===== src/rtl/msg_receiver_pkg.sv =====
// Shared definitions for the message receiver: default widths, FSM encodings
// and the header-build helper used by message sources.
package msg_receiver_pkg;

  localparam int MSG_W   = 32;
  localparam int LEN_W   = 8;
  localparam int TYPE_W  = 8;
  localparam int HDR_BIT = MSG_W - 1;

  typedef enum logic [1:0] {
    W_IDLE = 2'd0,
    W_BODY = 2'd1,
    W_DROP = 2'd2
  } wr_state_e;

  typedef enum logic [1:0] {
    R_IDLE = 2'd0,
    R_HDR  = 2'd1,
    R_BODY = 2'd2
  } rd_state_e;

  function automatic logic [MSG_W-1:0] mk_hdr(input logic [LEN_W-1:0]  len,
                                              input logic [TYPE_W-1:0] typ);
    logic [MSG_W-1:0] h;
    h                       = '0;
    h[HDR_BIT]              = 1'b1;
    h[MSG_W-2 -: LEN_W]     = len;
    h[TYPE_W-1:0]           = typ;
    return h;
  endfunction

endpackage


===== src/rtl/msg_receiver_if.sv =====
// Message bus plus replay port; master = source/consumer side, slave = receiver.
interface msg_receiver_if
  import msg_receiver_pkg::*;
#(
  parameter int MSG_WIDTH  = MSG_W,
  parameter int TYPE_WIDTH = TYPE_W
);

  logic [MSG_WIDTH-1:0]  in_msg;
  logic                  in_msg_nd;
  logic                  out_rdy;
  logic [MSG_WIDTH-2:0]  out_data;
  logic [TYPE_WIDTH-1:0] out_type;
  logic                  out_first;
  logic                  out_last;
  logic                  out_nd;
  logic                  error;

  modport master (
    output in_msg, in_msg_nd, out_rdy,
    input  out_data, out_type, out_first, out_last, out_nd, error
  );

  modport slave (
    input  in_msg, in_msg_nd, out_rdy,
    output out_data, out_type, out_first, out_last, out_nd, error
  );

endinterface


===== src/rtl/msg_receiver_buffer.sv =====
// Packet store: simple dual-port RAM, one write port, registered read port.
module msg_receiver_buffer #(
  parameter int DEPTH = 64,
  parameter int WIDTH = 32,
  parameter int AW    = $clog2(DEPTH)
) (
  input  logic             clk,
  input  logic             we_i,
  input  logic [AW-1:0]    waddr_i,
  input  logic [WIDTH-1:0] wdata_i,
  input  logic             re_i,
  input  logic [AW-1:0]    raddr_i,
  output logic [WIDTH-1:0] rdata_o
);

  logic [WIDTH-1:0] mem_q [DEPTH];
  logic [WIDTH-1:0] rdata_q;

  // No reset on the array or read register so the RAM maps onto block memory.
  always_ff @(posedge clk) begin
    if (we_i) mem_q[waddr_i] <= wdata_i;
    if (re_i) rdata_q <= mem_q[raddr_i];
  end

  assign rdata_o = rdata_q;

endmodule


===== src/rtl/msg_receiver.sv =====
// Header-framed message sink: validates packets, stores complete ones, replays them.
// Build option MSG_RECEIVER_CHECKSUM_EN: last body word is an XOR checksum of the payload.
//
// state  | meaning
// W_IDLE | waiting for a header
// W_BODY | storing body words of an accepted packet
// W_DROP | swallowing body words of a rejected packet
// R_IDLE | waiting for a committed packet
// R_HDR  | header read back, latching length/type
// R_BODY | replaying body words under out_rdy
module msg_receiver
  import msg_receiver_pkg::*;
#(
  parameter int MSG_WIDTH  = MSG_W,
  parameter int LEN_WIDTH  = LEN_W,
  parameter int TYPE_WIDTH = TYPE_W,
  parameter int BUF_DEPTH  = 64
) (
  input logic           clk,
  input logic           rst_n,
  msg_receiver_if.slave bus
);

  localparam int AW = $clog2(BUF_DEPTH);
  localparam int PW = AW + 1;

`ifdef MSG_RECEIVER_CHECKSUM_EN
  localparam bit CSUM_EN = 1'b1;
  localparam int MIN_LEN = 2;
`else
  localparam bit CSUM_EN = 1'b0;
  localparam int MIN_LEN = 1;
`endif

  wr_state_e w_state_q, w_state_d;
  rd_state_e r_state_q, r_state_d;

  logic [PW-1:0]        wr_ptr_q, wr_ptr_d;
  logic [PW-1:0]        wr_tmp_q, wr_tmp_d;
  logic [PW-1:0]        rd_ptr_q, rd_ptr_d;
  logic [LEN_WIDTH-1:0] wr_cnt_q, wr_cnt_d;
  logic [LEN_WIDTH-1:0] rd_cnt_q, rd_cnt_d;
  logic [MSG_WIDTH-2:0] csum_q, csum_d;
  logic [TYPE_WIDTH-1:0] rd_type_q, rd_type_d;
  logic                 first_pend_q, first_pend_d;
  logic                 out_nd_q, out_nd_d;
  logic                 out_first_q, out_first_d;
  logic                 out_last_q, out_last_d;
  logic                 error_q, error_d;

  logic                 we;
  logic [AW-1:0]        waddr;
  logic                 re;
  logic [MSG_WIDTH-1:0] rdata;

  logic                 hdr_v, body_v, len_ok, fits;
  logic [LEN_WIDTH-1:0] hdr_len, rd_hdr_len;
  logic [MSG_WIDTH-2:0] payload;
  logic [PW-1:0]        used;
  logic [31:0]          free_w, need_w;
  logic                 unused_rd_marker;

  assign hdr_v   = bus.in_msg_nd &  bus.in_msg[MSG_WIDTH-1];
  assign body_v  = bus.in_msg_nd & ~bus.in_msg[MSG_WIDTH-1];
  assign hdr_len = bus.in_msg[MSG_WIDTH-2 -: LEN_WIDTH];
  assign payload = bus.in_msg[MSG_WIDTH-2:0];

  // A new header always restarts at the committed pointer, so occupancy is measured from there.
  assign used   = wr_ptr_q - rd_ptr_q;
  assign free_w = 32'(BUF_DEPTH) - 32'(used);
  assign need_w = 32'(hdr_len) + 32'd1;
  assign fits   = need_w <= free_w;
  assign len_ok = hdr_len >= LEN_WIDTH'(MIN_LEN);

  assign rd_hdr_len       = rdata[MSG_WIDTH-2 -: LEN_WIDTH];
  assign unused_rd_marker = rdata[MSG_WIDTH-1];

  msg_receiver_buffer #(
    .DEPTH (BUF_DEPTH),
    .WIDTH (MSG_WIDTH)
  ) u_buffer (
    .clk     (clk),
    .we_i    (we),
    .waddr_i (waddr),
    .wdata_i (bus.in_msg),
    .re_i    (re),
    .raddr_i (rd_ptr_q[AW-1:0]),
    .rdata_o (rdata)
  );

  always_ff @(posedge clk or negedge rst_n) begin
    if (!rst_n) begin
      w_state_q    <= W_IDLE;
      r_state_q    <= R_IDLE;
      wr_ptr_q     <= '0;
      wr_tmp_q     <= '0;
      rd_ptr_q     <= '0;
      wr_cnt_q     <= '0;
      rd_cnt_q     <= '0;
      csum_q       <= '0;
      rd_type_q    <= '0;
      first_pend_q <= 1'b0;
      out_nd_q     <= 1'b0;
      out_first_q  <= 1'b0;
      out_last_q   <= 1'b0;
      error_q      <= 1'b0;
    end else begin
      w_state_q    <= w_state_d;
      r_state_q    <= r_state_d;
      wr_ptr_q     <= wr_ptr_d;
      wr_tmp_q     <= wr_tmp_d;
      rd_ptr_q     <= rd_ptr_d;
      wr_cnt_q     <= wr_cnt_d;
      rd_cnt_q     <= rd_cnt_d;
      csum_q       <= csum_d;
      rd_type_q    <= rd_type_d;
      first_pend_q <= first_pend_d;
      out_nd_q     <= out_nd_d;
      out_first_q  <= out_first_d;
      out_last_q   <= out_last_d;
      error_q      <= error_d;
    end
  end

  always_comb begin : wr_next
    w_state_d = w_state_q;
    if (hdr_v) begin
      if (!len_ok)   w_state_d = W_IDLE;
      else if (fits) w_state_d = W_BODY;
      else           w_state_d = W_DROP;
    end else if (body_v && (w_state_q != W_IDLE) && (wr_cnt_q == LEN_WIDTH'(1))) begin
      w_state_d = W_IDLE;
    end
  end

  always_comb begin : wr_out
    we       = 1'b0;
    waddr    = wr_tmp_q[AW-1:0];
    wr_tmp_d = wr_tmp_q;
    wr_ptr_d = wr_ptr_q;
    wr_cnt_d = wr_cnt_q;
    csum_d   = csum_q;
    error_d  = 1'b0;
    if (hdr_v) begin
      // Any header in mid-packet truncates it; the partial body is abandoned by rewinding.
      error_d  = (w_state_q != W_IDLE) || !len_ok || !fits;
      wr_tmp_d = wr_ptr_q;
      csum_d   = '0;
      if (len_ok) wr_cnt_d = hdr_len;
      if (len_ok && fits) begin
        we       = 1'b1;
        waddr    = wr_ptr_q[AW-1:0];
        wr_tmp_d = wr_ptr_q + PW'(1);
      end
    end else if (body_v) begin
      unique case (w_state_q)
        W_BODY: begin
          we       = 1'b1;
          wr_tmp_d = wr_tmp_q + PW'(1);
          wr_cnt_d = wr_cnt_q - LEN_WIDTH'(1);
          csum_d   = csum_q ^ payload;
          if (wr_cnt_q == LEN_WIDTH'(1)) begin
            if (CSUM_EN && (csum_q != payload)) begin
              error_d  = 1'b1;
              wr_tmp_d = wr_ptr_q;
            end else begin
              wr_ptr_d = wr_tmp_q + PW'(1);
            end
          end
        end
        W_DROP:  wr_cnt_d = wr_cnt_q - LEN_WIDTH'(1);
        default: error_d  = 1'b1;
      endcase
    end
  end

  always_comb begin : rd_next
    r_state_d = r_state_q;
    unique case (r_state_q)
      R_IDLE:  if (rd_ptr_q != wr_ptr_q) r_state_d = R_HDR;
      R_HDR:   r_state_d = R_BODY;
      R_BODY:  if (bus.out_rdy && (rd_cnt_q == LEN_WIDTH'(1))) r_state_d = R_IDLE;
      default: r_state_d = R_IDLE;
    endcase
  end

  always_comb begin : rd_out
    re           = 1'b0;
    rd_ptr_d     = rd_ptr_q;
    rd_cnt_d     = rd_cnt_q;
    rd_type_d    = rd_type_q;
    first_pend_d = first_pend_q;
    out_nd_d     = 1'b0;
    out_first_d  = 1'b0;
    out_last_d   = 1'b0;
    unique case (r_state_q)
      R_IDLE: re = (rd_ptr_q != wr_ptr_q);
      R_HDR: begin
        rd_type_d    = rdata[TYPE_WIDTH-1:0];
        rd_cnt_d     = CSUM_EN ? rd_hdr_len - LEN_WIDTH'(1) : rd_hdr_len;
        rd_ptr_d     = rd_ptr_q + PW'(1);
        first_pend_d = 1'b1;
      end
      R_BODY: begin
        if (bus.out_rdy) begin
          re           = 1'b1;
          out_nd_d     = 1'b1;
          out_first_d  = first_pend_q;
          out_last_d   = (rd_cnt_q == LEN_WIDTH'(1));
          first_pend_d = 1'b0;
          rd_cnt_d     = rd_cnt_q - LEN_WIDTH'(1);
          // The stored checksum word is skipped, never replayed.
          rd_ptr_d     = rd_ptr_q + ((CSUM_EN && (rd_cnt_q == LEN_WIDTH'(1))) ? PW'(2) : PW'(1));
        end
      end
      default: ;
    endcase
  end

  assign bus.out_nd    = out_nd_q;
  assign bus.out_first = out_first_q;
  assign bus.out_last  = out_last_q;
  assign bus.error     = error_q;
  assign bus.out_data  = out_nd_q ? rdata[MSG_WIDTH-2:0] : '0;
  assign bus.out_type  = out_nd_q ? rd_type_q : '0;

endmodule

===== src/flat_wrapper.sv =====
// flat-port wrapper written by rule: the top's interface ports become plain ports
module msg_receiver_flat import msg_receiver_pkg::*;
#(
  parameter int MSG_WIDTH  = MSG_W,
  parameter int LEN_WIDTH  = LEN_W,
  parameter int TYPE_WIDTH = TYPE_W,
  parameter int BUF_DEPTH  = 64
)
  (clk, rst_n, bus_in_msg, bus_in_msg_nd, bus_out_rdy, bus_out_data, bus_out_type, bus_out_first, bus_out_last, bus_out_nd, bus_error);
  msg_receiver_if #(.MSG_WIDTH(MSG_WIDTH), .TYPE_WIDTH(TYPE_WIDTH)) bus_i ();
  input logic clk;
  input logic rst_n;
  input wire logic [$bits(bus_i.in_msg)-1:0] bus_in_msg;
  input wire logic [$bits(bus_i.in_msg_nd)-1:0] bus_in_msg_nd;
  input wire logic [$bits(bus_i.out_rdy)-1:0] bus_out_rdy;
  output wire logic [$bits(bus_i.out_data)-1:0] bus_out_data;
  output wire logic [$bits(bus_i.out_type)-1:0] bus_out_type;
  output wire logic [$bits(bus_i.out_first)-1:0] bus_out_first;
  output wire logic [$bits(bus_i.out_last)-1:0] bus_out_last;
  output wire logic [$bits(bus_i.out_nd)-1:0] bus_out_nd;
  output wire logic [$bits(bus_i.error)-1:0] bus_error;
  assign bus_i.in_msg = bus_in_msg;
  assign bus_i.in_msg_nd = bus_in_msg_nd;
  assign bus_i.out_rdy = bus_out_rdy;
  assign bus_out_data = bus_i.out_data;
  assign bus_out_type = bus_i.out_type;
  assign bus_out_first = bus_i.out_first;
  assign bus_out_last = bus_i.out_last;
  assign bus_out_nd = bus_i.out_nd;
  assign bus_error = bus_i.error;
  msg_receiver #(.MSG_WIDTH(MSG_WIDTH), .LEN_WIDTH(LEN_WIDTH), .TYPE_WIDTH(TYPE_WIDTH), .BUF_DEPTH(BUF_DEPTH)) u_core (.clk(clk), .rst_n(rst_n), .bus(bus_i));
endmodule

===== config.mk =====
export PLATFORM = sky130hd
export DESIGN_NAME = msg_receiver_flat
export DESIGN_NICKNAME = d
export VERILOG_FILES = /design/src/rtl/msg_receiver_pkg.sv /design/src/rtl/msg_receiver_if.sv /design/src/rtl/msg_receiver_buffer.sv /design/src/rtl/msg_receiver.sv /design/src/flat_wrapper.sv
export SDC_FILE = /design/constraint.sdc
export NUM_CORES = 2
export LEC_CHECK = 0
export ABC_AREA = 1
export BUFFER_PORTS_ARGS = -buffer_cell sky130_fd_sc_hd__clkbuf_2
export CAP_MARGIN = 0
export CORE_MARGIN = 2
export CORE_UTILIZATION = 35
export DETAILED_ROUTE_END_ITERATION = 8
export PLACE_DENSITY = 0.48
export REMOVE_ABC_BUFFERS = 1
export SETUP_SLACK_MARGIN = 0.4
export SYNTH_ARGS = -nofsm -noshare
export SYNTH_HDL_FRONTEND = slang
export SYNTH_HIERARCHICAL = 1
export SYNTH_SLANG_ARGS = --single-unit

===== constraint.sdc =====
create_clock -name clk -period 7.8 [get_ports clk]
set_input_delay 0.39 -clock clk [delete_from_list [all_inputs] [get_ports clk]]
set_output_delay 0.39 -clock clk [all_outputs]
set_load 0.01 [all_outputs]

==> impl_metrics.env <==
export IMPL_outcome="finished, final reports clean"
export IMPL_fmax_mhz=152
export IMPL_rows=180
export IMPL_fin_setup_tns_ns=0
export IMPL_worstHoldPathCells=2
export IMPL_drt_first_iter_violations=5821
export IMPL_grt_max_degree=183
export IMPL_slew_headroom_pct=12.8
export IMPL_cap_violations=0
export IMPL_fin_skew_ns=0.0753
export IMPL_vias_per_cell=5.26
export IMPL_post_cts_resize_count=0
export IMPL_grt_pass1_wl_um=382000
export IMPL_ios=79
export IMPL_gr_usage_all_layers_pct=21.4
export IMPL_fillers=23000
export IMPL_ir_drop_uv=472
export IMPL_syn_area_um2=84600
export IMPL_die_w_um=496
export IMPL_rsz0062_at_grt="no"
export IMPL_start_util_pct=35.2
export IMPL_worst_slack_ns=1.22
export IMPL_via_count=55100
export IMPL_place_ws_ns=1.30
export IMPL_globalplace_congestion=0.861
export IMPL_h_tree_depth=4
export IMPL_clk_pin_slew_ns=0.06
export IMPL_hold_buffers=5
export IMPL_cts_tree="done"
export IMPL_antenna_left=0
export IMPL_final_cells=10500
export IMPL_coreArea_um2=241000
export IMPL_syn2layout_area_growth_pct=12.6
export IMPL_timing_final_crit_share_pct=84.4
export IMPL_grt_pass1_vias=52100
export IMPL_dieArea_um2=246000
export IMPL_arrival_ns=7.05
export IMPL_antenna_found_initial=13
export IMPL_numCtsBuffers=217
export IMPL_finalWirelength_um=267000
export IMPL_post_cts_buffers=0
export IMPL_setup_viol=0
export IMPL_fin_area_um2=95200
export IMPL_clk_latency_ns=0.88
export IMPL_ys_warn_count=6
export IMPL_end_kind="flop"
export IMPL_p_leak_nw=33.6
export IMPL_dp_cells=10100
export IMPL_worst_pin_slew_ns=1.31
export IMPL_cts_root_buf="clkbuf_16"
export IMPL_worstPathRequired_ns=8.27
export IMPL_dp_hpwl_um=153000
export IMPL_crit_type="reg2reg"
export IMPL_worstPathMaxFanout=35
export IMPL_drv_slew=0
export IMPL_overflow=0
export IMPL_drt_pass1_iterations=6
export IMPL_syn_inst=7132
export IMPL_portBuffers=78
export IMPL_cts_buffer_depth=3
export IMPL_startpoint_type="flop"
export IMPL_power_density_nw_per_um2=383
export IMPL_syn_area_per_cell_um2=11.9
export IMPL_dpl_instance_area_um2=88200
export IMPL_nNetsFinal=7157
export IMPL_r2r_cells=19
export IMPL_wire_per_inst_um=25.5
export IMPL_clock_sink_count=2069
export IMPL_fin_crit_ns=6.58
export IMPL_min_path_type="in2reg"
export IMPL_dieHeight_um=496
export IMPL_hold_viol=0
export IMPL_drc=0
export IMPL_drive_above_1_share_pct=8.15
[registers in the layout (all words and copies together), names as in the netlist, 2 cells and up]
register                 cells
u_core/wr_tmp_q              7
u_core/r_state_q             2
u_core/rd_type_q             8
u_core/wr_cnt_q              8
u_core/u_buffer/mem_q     1984
u_core/u_buffer/rdata_o     31
u_core/w_state_q             2
u_core/wr_ptr_q              7
u_core/rd_ptr_q              7
u_core/rd_cnt_q              8
[routing by layer]
layer | part of all wire, % | global-route usage, % | up-vias
met4 | 2.6 | 5.70 | 0
met2 | 47 | 34.4 | 1854
met5 | 0 | 0 | -
li1 | - | - | 25200
met3 | 6.0 | 3.01 | 323
met1 | 44 | 30.4 | 27700
[cell type report]
| class | instances | area [um^2] | share of cell area (%) |
|---|---|---|---|
| inverter | 117 | 477 | 0.501 |
| multi-input combinational | 4483 | 20400 | 21.5 |
| clock buffer | 271 | 5700 | 5.99 |
| timing repair buffer | 205 | 1520 | 1.60 |
| tap | 3185 | 3990 | 4.19 |
| sequential | 2069 | 61900 | 65.0 |
| clock inverter | 127 | 1180 | 1.24 |
| antenna | 8 | 20.0 | 0.0210 |
[cells in the final DEF, fill, tap and decap left out, types with 4 or more instances in the layout]
cell type      count
xnor2_1            4
o21ai_0           36
nor3_1             8
clkinvlp_4         4
dlygate4sd3_1      5
bufinv_16         16
diode_2            8
o211ai_1           6
nand2_1         2321
inv_1            111
o21ai_1            9
clkinv_1          62
nor4_2             9
clkinv_2          28
inv_16             4
a21oi_1           11
xor2_1            23
inv_6              5
buf_4            109
dfrtp_1           47
clkbuf_8           7
nand3_1         1882
nand2_2            5
edfxtp_1        2015
nor2_4            58
clkinv_16          4
mux2_2            10
nand4_1           20
nor2_1            29
clkinv_8           4
clkbuf_1          47
clkbuf_16        217
clkbuf_2          76
buf_12            13
dfrtp_4            5
ha_1              27
[where the power goes]
group          switching [W]  total, W  internal [W]  leakage [nW]
registers           0.000359    0.0132        0.0129          18.8
clock network        0.00441    0.0101       0.00570          3.34
logic                0.00994    0.0131       0.00312          11.5
total                 0.0147    0.0364        0.0217          33.6
[metrics by stage]
stage                     hold WS, ns  util, %  power [W]
after global placement          0.483     36.7     0.0265
after CTS                      0.0935     39.6     0.0367
after floorplan                0.0944        -     0.0207
after global routing            0.139     39.6     0.0381
after detailed placement        0.478     36.7     0.0265
final                           0.152     39.6     0.0364
[worst max-delay path, stage by stage (launching register included)]
cell and delay (ns):
dfrtp_4 0.81, inv_1 0.16, ha_1 0.41, inv_1 0.08
nand3_1 0.12, nand2_1 0.08, nor3b_1 0.33, nand4_1 0.17
xor2_1 0.18, ha_1 0.27, nand2_1 0.07, nor2_1 0.14
nand4_1 0.10, nand2_1 0.09, nand2_1 0.08, nand2_4 0.16
nand2_1 0.31, o21ai_1 0.44, nand3_1 0.89, nor2_4 1.21
[final timing paths]
check | startpoint | to | slack [ns]
max in group asynchronous | rst_n | u_core/rd_ptr_q[0] | 6.84
worst max register to register | u_core/rd_ptr_q[3] | u_core/u_buffer/mem_q[26][19] | 1.22
worst min register to register | u_core/first_pend_q | u_core/bus.out_first | 0.50
min in group asynchronous | rst_n | u_core/bus.error | 0.24
worst min-delay path | bus_in_msg[28] | u_core/u_buffer/mem_q[55][28] | 0.15
worst max-delay path | u_core/rd_ptr_q[3] | u_core/u_buffer/mem_q[26][19] | 1.22
(Power assumes the default switching activity.)
